[src/rtl/carry_skip_pkg.sv]
// Shared defaults and stage payload type for the pipelined carry-skip adder.
package carry_skip_pkg;

    localparam int unsigned CSP_WIDTH  = 16;
    localparam int unsigned CSP_BLOCK  = 4;
    localparam int unsigned CSP_STAGES = CSP_WIDTH / CSP_BLOCK;

    // One pipeline slot at the default geometry: operands not yet consumed and the sum resolved so far.
    typedef struct packed {
        logic                 valid;
        logic                 carry;
        logic [CSP_WIDTH-1:0] opa;
        logic [CSP_WIDTH-1:0] opb;
        logic [CSP_WIDTH-1:0] psum;
    } stage_t;

endpackage

[src/rtl/carry_skip_stage.sv]
// One BLOCK-bit ripple slice plus its skip decision; purely combinational, registered by the parent.
module carry_skip_stage #(
    parameter int unsigned BLOCK = 4
) (
    input  logic [BLOCK-1:0] a_blk,
    input  logic [BLOCK-1:0] b_blk,
    input  logic             cin_blk,
    output logic [BLOCK-1:0] sum_blk,
    output logic             cin_next
);

    logic rip_cout;

    // Ripple across the block; rip_cout is the block's own carry-out.
    always_comb begin
        logic c;
        sum_blk  = '0;
        c        = cin_blk;
        for (int i = 0; i < int'(BLOCK); i++) begin
            sum_blk[i] = a_blk[i] ^ b_blk[i] ^ c;
            c          = (a_blk[i] & b_blk[i]) | (c & (a_blk[i] ^ b_blk[i]));
        end
        rip_cout = c;
    end

    skip_logic #(
        .BLOCK (BLOCK)
    ) u_skip (
        .a_blk    (a_blk),
        .b_blk    (b_blk),
        .cin_blk  (cin_blk),
        .cout_blk (rip_cout),
        .cin_next (cin_next)
    );

endmodule

[src/rtl/skip_logic.sv]
// Block-level skip decision: the carry leaving a block either comes from its ripple or bypasses it.
module skip_logic #(
    parameter int unsigned BLOCK = 4
) (
    input  logic [BLOCK-1:0] a_blk,
    input  logic [BLOCK-1:0] b_blk,
    input  logic             cin_blk,
    input  logic             cout_blk,
    output logic             cin_next
);

    logic prop;

    assign prop     = &(a_blk | b_blk);
    assign cin_next = cout_blk | (prop & cin_blk);

endmodule

[src/rtl/carry_skip_pipe.sv]
// Pipelined carry-skip adder, one skip block resolved per stage, valid/ready on both sides.
// Define CARRY_SKIP_PIPE_OVF_EN to add the registered signed-overflow output ovf.
module carry_skip_pipe
    import carry_skip_pkg::*;
#(
    parameter int unsigned WIDTH = CSP_WIDTH,
    parameter int unsigned BLOCK = CSP_BLOCK
) (
    input  logic             clk,
    input  logic             rst,
    input  logic             in_valid,
    output logic             in_ready,
    input  logic [WIDTH-1:0] a,
    input  logic [WIDTH-1:0] b,
    input  logic             cin,
    output logic             out_valid,
    input  logic             out_ready,
    output logic [WIDTH-1:0] sum,
    output logic             cout
`ifdef CARRY_SKIP_PIPE_OVF_EN
    ,
    output logic             ovf
`endif
);

    localparam int unsigned STAGES = WIDTH / BLOCK;

    if (((WIDTH % BLOCK) != 0) || (STAGES == 0)) begin : g_bad_cfg
        $error("carry_skip_pipe: WIDTH must be a non-zero multiple of BLOCK");
    end

    logic en;

    // The whole pipe advances together; only a held result at the output can stop it.
    assign en       = ~out_valid | out_ready;
    assign in_ready = en & ~rst;

    for (genvar k = 0; k < int'(STAGES); k++) begin : g_stage
        localparam int unsigned LO   = k * BLOCK;
        localparam int unsigned SW   = LO + BLOCK;
        localparam bit          LAST = (k == int'(STAGES) - 1);

        logic                  src_vld;
        logic                  src_carry;
        logic [WIDTH-LO-1:0]   src_a;
        logic [WIDTH-LO-1:0]   src_b;
        logic [SW-1:0]         sum_mrg;
        logic [BLOCK-1:0]      sum_blk;
        logic                  cin_next;

        logic                  vld_d, vld_q;
        logic                  carry_d, carry_q;
        logic [SW-1:0]         sum_d, sum_q;

        // Stage 0 reads the ports; later stages read the skewed registers of the stage before.
        if (k == 0) begin : g_src
            assign src_vld   = in_valid & in_ready;
            assign src_carry = cin;
            assign src_a     = a;
            assign src_b     = b;
            assign sum_mrg   = sum_blk;
        end else begin : g_src
            assign src_vld   = g_stage[k-1].vld_q;
            assign src_carry = g_stage[k-1].carry_q;
            assign src_a     = g_stage[k-1].g_rem.opa_q;
            assign src_b     = g_stage[k-1].g_rem.opb_q;
            assign sum_mrg   = {sum_blk, g_stage[k-1].sum_q};
        end

        carry_skip_stage #(
            .BLOCK (BLOCK)
        ) u_blk (
            .a_blk    (src_a[BLOCK-1:0]),
            .b_blk    (src_b[BLOCK-1:0]),
            .cin_blk  (src_carry),
            .sum_blk  (sum_blk),
            .cin_next (cin_next)
        );

        always_comb begin
            vld_d   = vld_q;
            carry_d = carry_q;
            sum_d   = sum_q;
            if (en) begin
                vld_d   = src_vld;
                carry_d = cin_next;
                sum_d   = sum_mrg;
            end
        end

        // Only the final stage doubles as the output register and has its data cleared.
        always_ff @(posedge clk) begin
            if (rst) begin
                vld_q <= 1'b0;
                if (LAST) begin
                    carry_q <= 1'b0;
                    sum_q   <= '0;
                end
            end else begin
                vld_q   <= vld_d;
                carry_q <= carry_d;
                sum_q   <= sum_d;
            end
        end

        if (!LAST) begin : g_rem
            logic [WIDTH-SW-1:0] opa_d, opa_q;
            logic [WIDTH-SW-1:0] opb_d, opb_q;

            always_comb begin
                opa_d = opa_q;
                opb_d = opb_q;
                if (en) begin
                    opa_d = src_a[WIDTH-LO-1:BLOCK];
                    opb_d = src_b[WIDTH-LO-1:BLOCK];
                end
            end

            always_ff @(posedge clk) begin
                opa_q <= opa_d;
                opb_q <= opb_d;
            end
        end

`ifdef CARRY_SKIP_PIPE_OVF_EN
        // The operand sign bits reach the last stage as the top of its unconsumed block.
        if (LAST) begin : g_ovf
            logic ovf_d, ovf_q;

            always_comb begin
                ovf_d = ovf_q;
                if (en) begin
                    ovf_d = (src_a[WIDTH-LO-1] == src_b[WIDTH-LO-1]) &
                            (sum_blk[BLOCK-1] != src_a[WIDTH-LO-1]);
                end
            end

            always_ff @(posedge clk) begin
                if (rst) begin
                    ovf_q <= 1'b0;
                end else begin
                    ovf_q <= ovf_d;
                end
            end
        end
`endif
    end

    assign out_valid = g_stage[STAGES-1].vld_q;
    assign sum       = g_stage[STAGES-1].sum_q;
    assign cout      = g_stage[STAGES-1].carry_q;
`ifdef CARRY_SKIP_PIPE_OVF_EN
    assign ovf       = g_stage[STAGES-1].g_ovf.ovf_q;
`endif

endmodule

[config.mk]
export PLATFORM = sky130hd
export DESIGN_NAME = carry_skip_pipe
export DESIGN_NICKNAME = d
export VERILOG_FILES = /design/src/rtl/carry_skip_pkg.sv /design/src/rtl/carry_skip_stage.sv /design/src/rtl/skip_logic.sv /design/src/rtl/carry_skip_pipe.sv
export SDC_FILE = /design/constraint.sdc
export NUM_CORES = 1
export LEC_CHECK = 0
export ABC_AREA = 0
export CORE_ASPECT_RATIO = 0.6
export CORE_MARGIN = 4
export CORE_UTILIZATION = 45
export DETAILED_ROUTE_END_ITERATION = 10
export GPL_ROUTABILITY_DRIVEN = 1
export HOLD_SLACK_MARGIN = 0.1
export PLACE_DENSITY = 0.66
export SYNTH_ARGS = -nofsm -noshare
export SYNTH_HDL_FRONTEND = slang
export SYNTH_SLANG_ARGS = --single-unit
[constraint.sdc]
create_clock -name clk -period 7.1 [get_ports clk]
set_input_delay 1.775 -clock clk [delete_from_list [all_inputs] [get_ports clk]]
set_output_delay 1.775 -clock clk [all_outputs]
set_load 0.01 [all_outputs]
==> run summary <==
outcome = completed
ANT cells = 0
Setup crit end = in_ready
DR iter-0 viols = 156
clk root buf = clkbuf_16
Placeable Area = 8008 um^2
Distinct cells, synth = 17
layout cell share with drive strength beyond 1 = 6.462%
hpwl dp = 3.698 mm
die area = 9939 um^2
Setup Viol. Count Final = 0
Reg area = 2673 um^2
largest net degree at the start of global routing = 45
WHS = 0.4176 ns
crit path kind = primary input to output pin
Ports = 56
filler instances = 683
worst-case headroom to the max-slew limit = 65.20%
Final Hold Viols = 0
most frequent cells in the layout = edfxtp_1, clkdlybuf4s50_1, inv_1
die height = 78.84 um
Clock Path Buffers = 2
post-CTS resize count = 0
Crit Path Max Fanout = 20
Stages on worst setup path = 4
minimum clock period = 5.012 ns
Max Slew Vio Count = 0
cells after synthesis = 257
antenna-violating nets left = 0
vias in the first global route = 1957
I/O Buffers = 55
initial antenna violation count = 0
Worst Hold Path Cells = 0
Crit. End Element = output pin
row count = 25
first-pass GRT wire length = 9.177 mm
CTS tree = yes
syn_area_per_cell = 14.64 um^2
hold crit path type = flop to flop
Worst Path Arrival = 3.24 ns
Max-Cap Viols = 0
Clock Latency Late Sink = 0.33 ns
multi-input logic area = 853.3 um^2
GRT Overall Usage = 11.88%
critical path cell sequence = clkdlybuf4s50_1 -> nor2b_4 -> nor2_2 -> clkdlybuf4s50_1
area grow syn2layout = 24.43%
grt ovf = 0
WL/cell = 12.11 um
Syn Nets = 326
R2R depth = 8
die extent in x = 126.1 um
Yosys Warn Count = 0
nets = 389
total CTS buffers = 9
Setup Skew = 0.006640 ns
Worst Path Buf+Inv = 2
Post-CTS Setup Bufs = 0
Initial Util = 47.00%
WP data required = 5.33 ns
TNS Setup = 0 ns
largest delay contributor family on the critical path = buffers and inverters
Clk pin slew, worst setup/hold paths = 0.06 ns
Synth Cell Area = 3764 um^2
vias = 1876
TritonRoute pass-1 iters = 4
Max VDD drop = 0.1573 mV
CP max stage delay = 0.50 ns
Max Fclk = 199.5 MHz
Synth Register Bits = 96
Seq/Total Area, Yosys = 71.01%
P_leak = 1.947 nW
most common cell after layout, fill and taps aside = edfxtp_1
routed wire length = 5.243 mm
reg2reg end = sum[15]
power per cell area = 255.8 nW/um^2
gp weighted congestion = 0.7538
final period utilization = 70.60%
Worst-Margin Slew = 0.5221 ns
htree depth = 3
CP dominant cell by count = clkdlybuf4s50_1
slowest cell on the critical path = clkdlybuf4s50_1
Sink Count = 96
DRC violation count after routing = 0
CP Launch Point = out_ready
cts-stage hold buffer count = 0
via-per-instance ratio = 4.333
RSZ-0062 raised after global routing = no
slack of the worst reg-to-reg path = 4.80 ns
Worst setup SP type = primary input
reg2reg start = g_stage[2].carry_q
==> through the flow <==
step	area (um^2)	util (%)	power [W]	cells	setup slack [ns]
2_1_floorplan	3764	-	0.0007352	257	1.989
3_3_place_gp	4425	55.27	0.0007927	417	2.067
3_5_place_dp	4425	55.27	0.0007966	417	2.073
4_1_cts	4683	58.48	0.001214	433	2.068
5_1_grt	4683	58.48	0.001259	433	1.983
6_report	4683	58.48	0.001198	433	2.088
==> routing by layer <==
metal | vias to the layer above | share of wire, % | GRT usage, %
met5 | - | 0 | 0
met2 | 42 | 44 | 18.13
met4 | 0 | 1.1 | 4.390
met1 | 869 | 49 | 15.52
li1 | 957 | - | -
met3 | 8 | 6.0 | 4.637
==> synth_stat cells <==
cell type	instances	area (um^2)
edfxtp_1	75	2252
buf_4	1	7.510
buf_6	3	33.78
nand2_1	41	153.9
clkbuf_1	2	7.510
a311oi_1	1	8.760
inv_1	50	187.7
nor4_1	3	18.77
ha_1	16	200.2
fa_1	16	320.3
dfxtp_1	21	420.4
nor2_1	6	22.52
inv_2	1	3.750
nor2b_4	1	13.76
a211oi_1	2	15.01
nor4_2	1	12.51
a21oi_1	17	85.08
==> worst min path at each step <==
stage,from,end
2_1_floorplan,g_stage[0].g_rem.opa_q[4],g_stage[1].g_rem.opa_q[0]
3_3_place_gp,g_stage[1].sum_q[4],g_stage[2].sum_q[4]
3_5_place_dp,g_stage[0].g_rem.opa_q[8],g_stage[1].g_rem.opa_q[4]
4_1_cts,g_stage[0].g_rem.opa_q[8],g_stage[1].g_rem.opa_q[4]
5_1_grt,g_stage[1].sum_q[0],g_stage[2].sum_q[0]
6_report,g_stage[0].g_rem.opb_q[4],g_stage[1].g_rem.opb_q[0]
==> flip-flops by register name (all words and copies together) (netlist names) <==
register             count
sum                     16
g_stage.g_rem.opa_q     24
g_stage.carry_q          3
cout                     1
g_stage.g_rem.opb_q     24
g_stage.sum_q           24
g_stage.vld_q            3
out_valid                1
==> worst reg2reg max path: stages (launching register included) <==
cell	delay, ns
edfxtp_1	0.42
fa_1	0.42
inv_1	0.08
fa_1	0.19
inv_1	0.06
fa_1	0.36
inv_1	0.08
fa_1	0.40
a211oi_1	0.19
==> area by class of cell <==
| cell class | instances | share of cell area [%] |
|---|---|---|
| inverter | 51 | 4.088 |
| tap | 108 | 2.885 |
| timing repair buffer | 58 | 12.24 |
| multi-input combinational | 104 | 18.22 |
| clock buffer | 11 | 4.969 |
| clock inverter | 5 | 0.5343 |
| sequential | 96 | 57.07 |
==> cell families after synthesis <==
family	share of synthesized area, %
compound gates	2.892
simple gates	5.884
flops	71.01
fa+ha+maj	13.83
buf+inv	6.383
==> power by group <==
part           internal [W]  switching, W  total [W]
clock              0.000234      0.000181   0.000416
combinational     0.0000573     0.0000488   0.000106
sequential         0.000659     0.0000175   0.000676
total              0.000950      0.000248    0.00120
(Power assumes the default switching activity.)
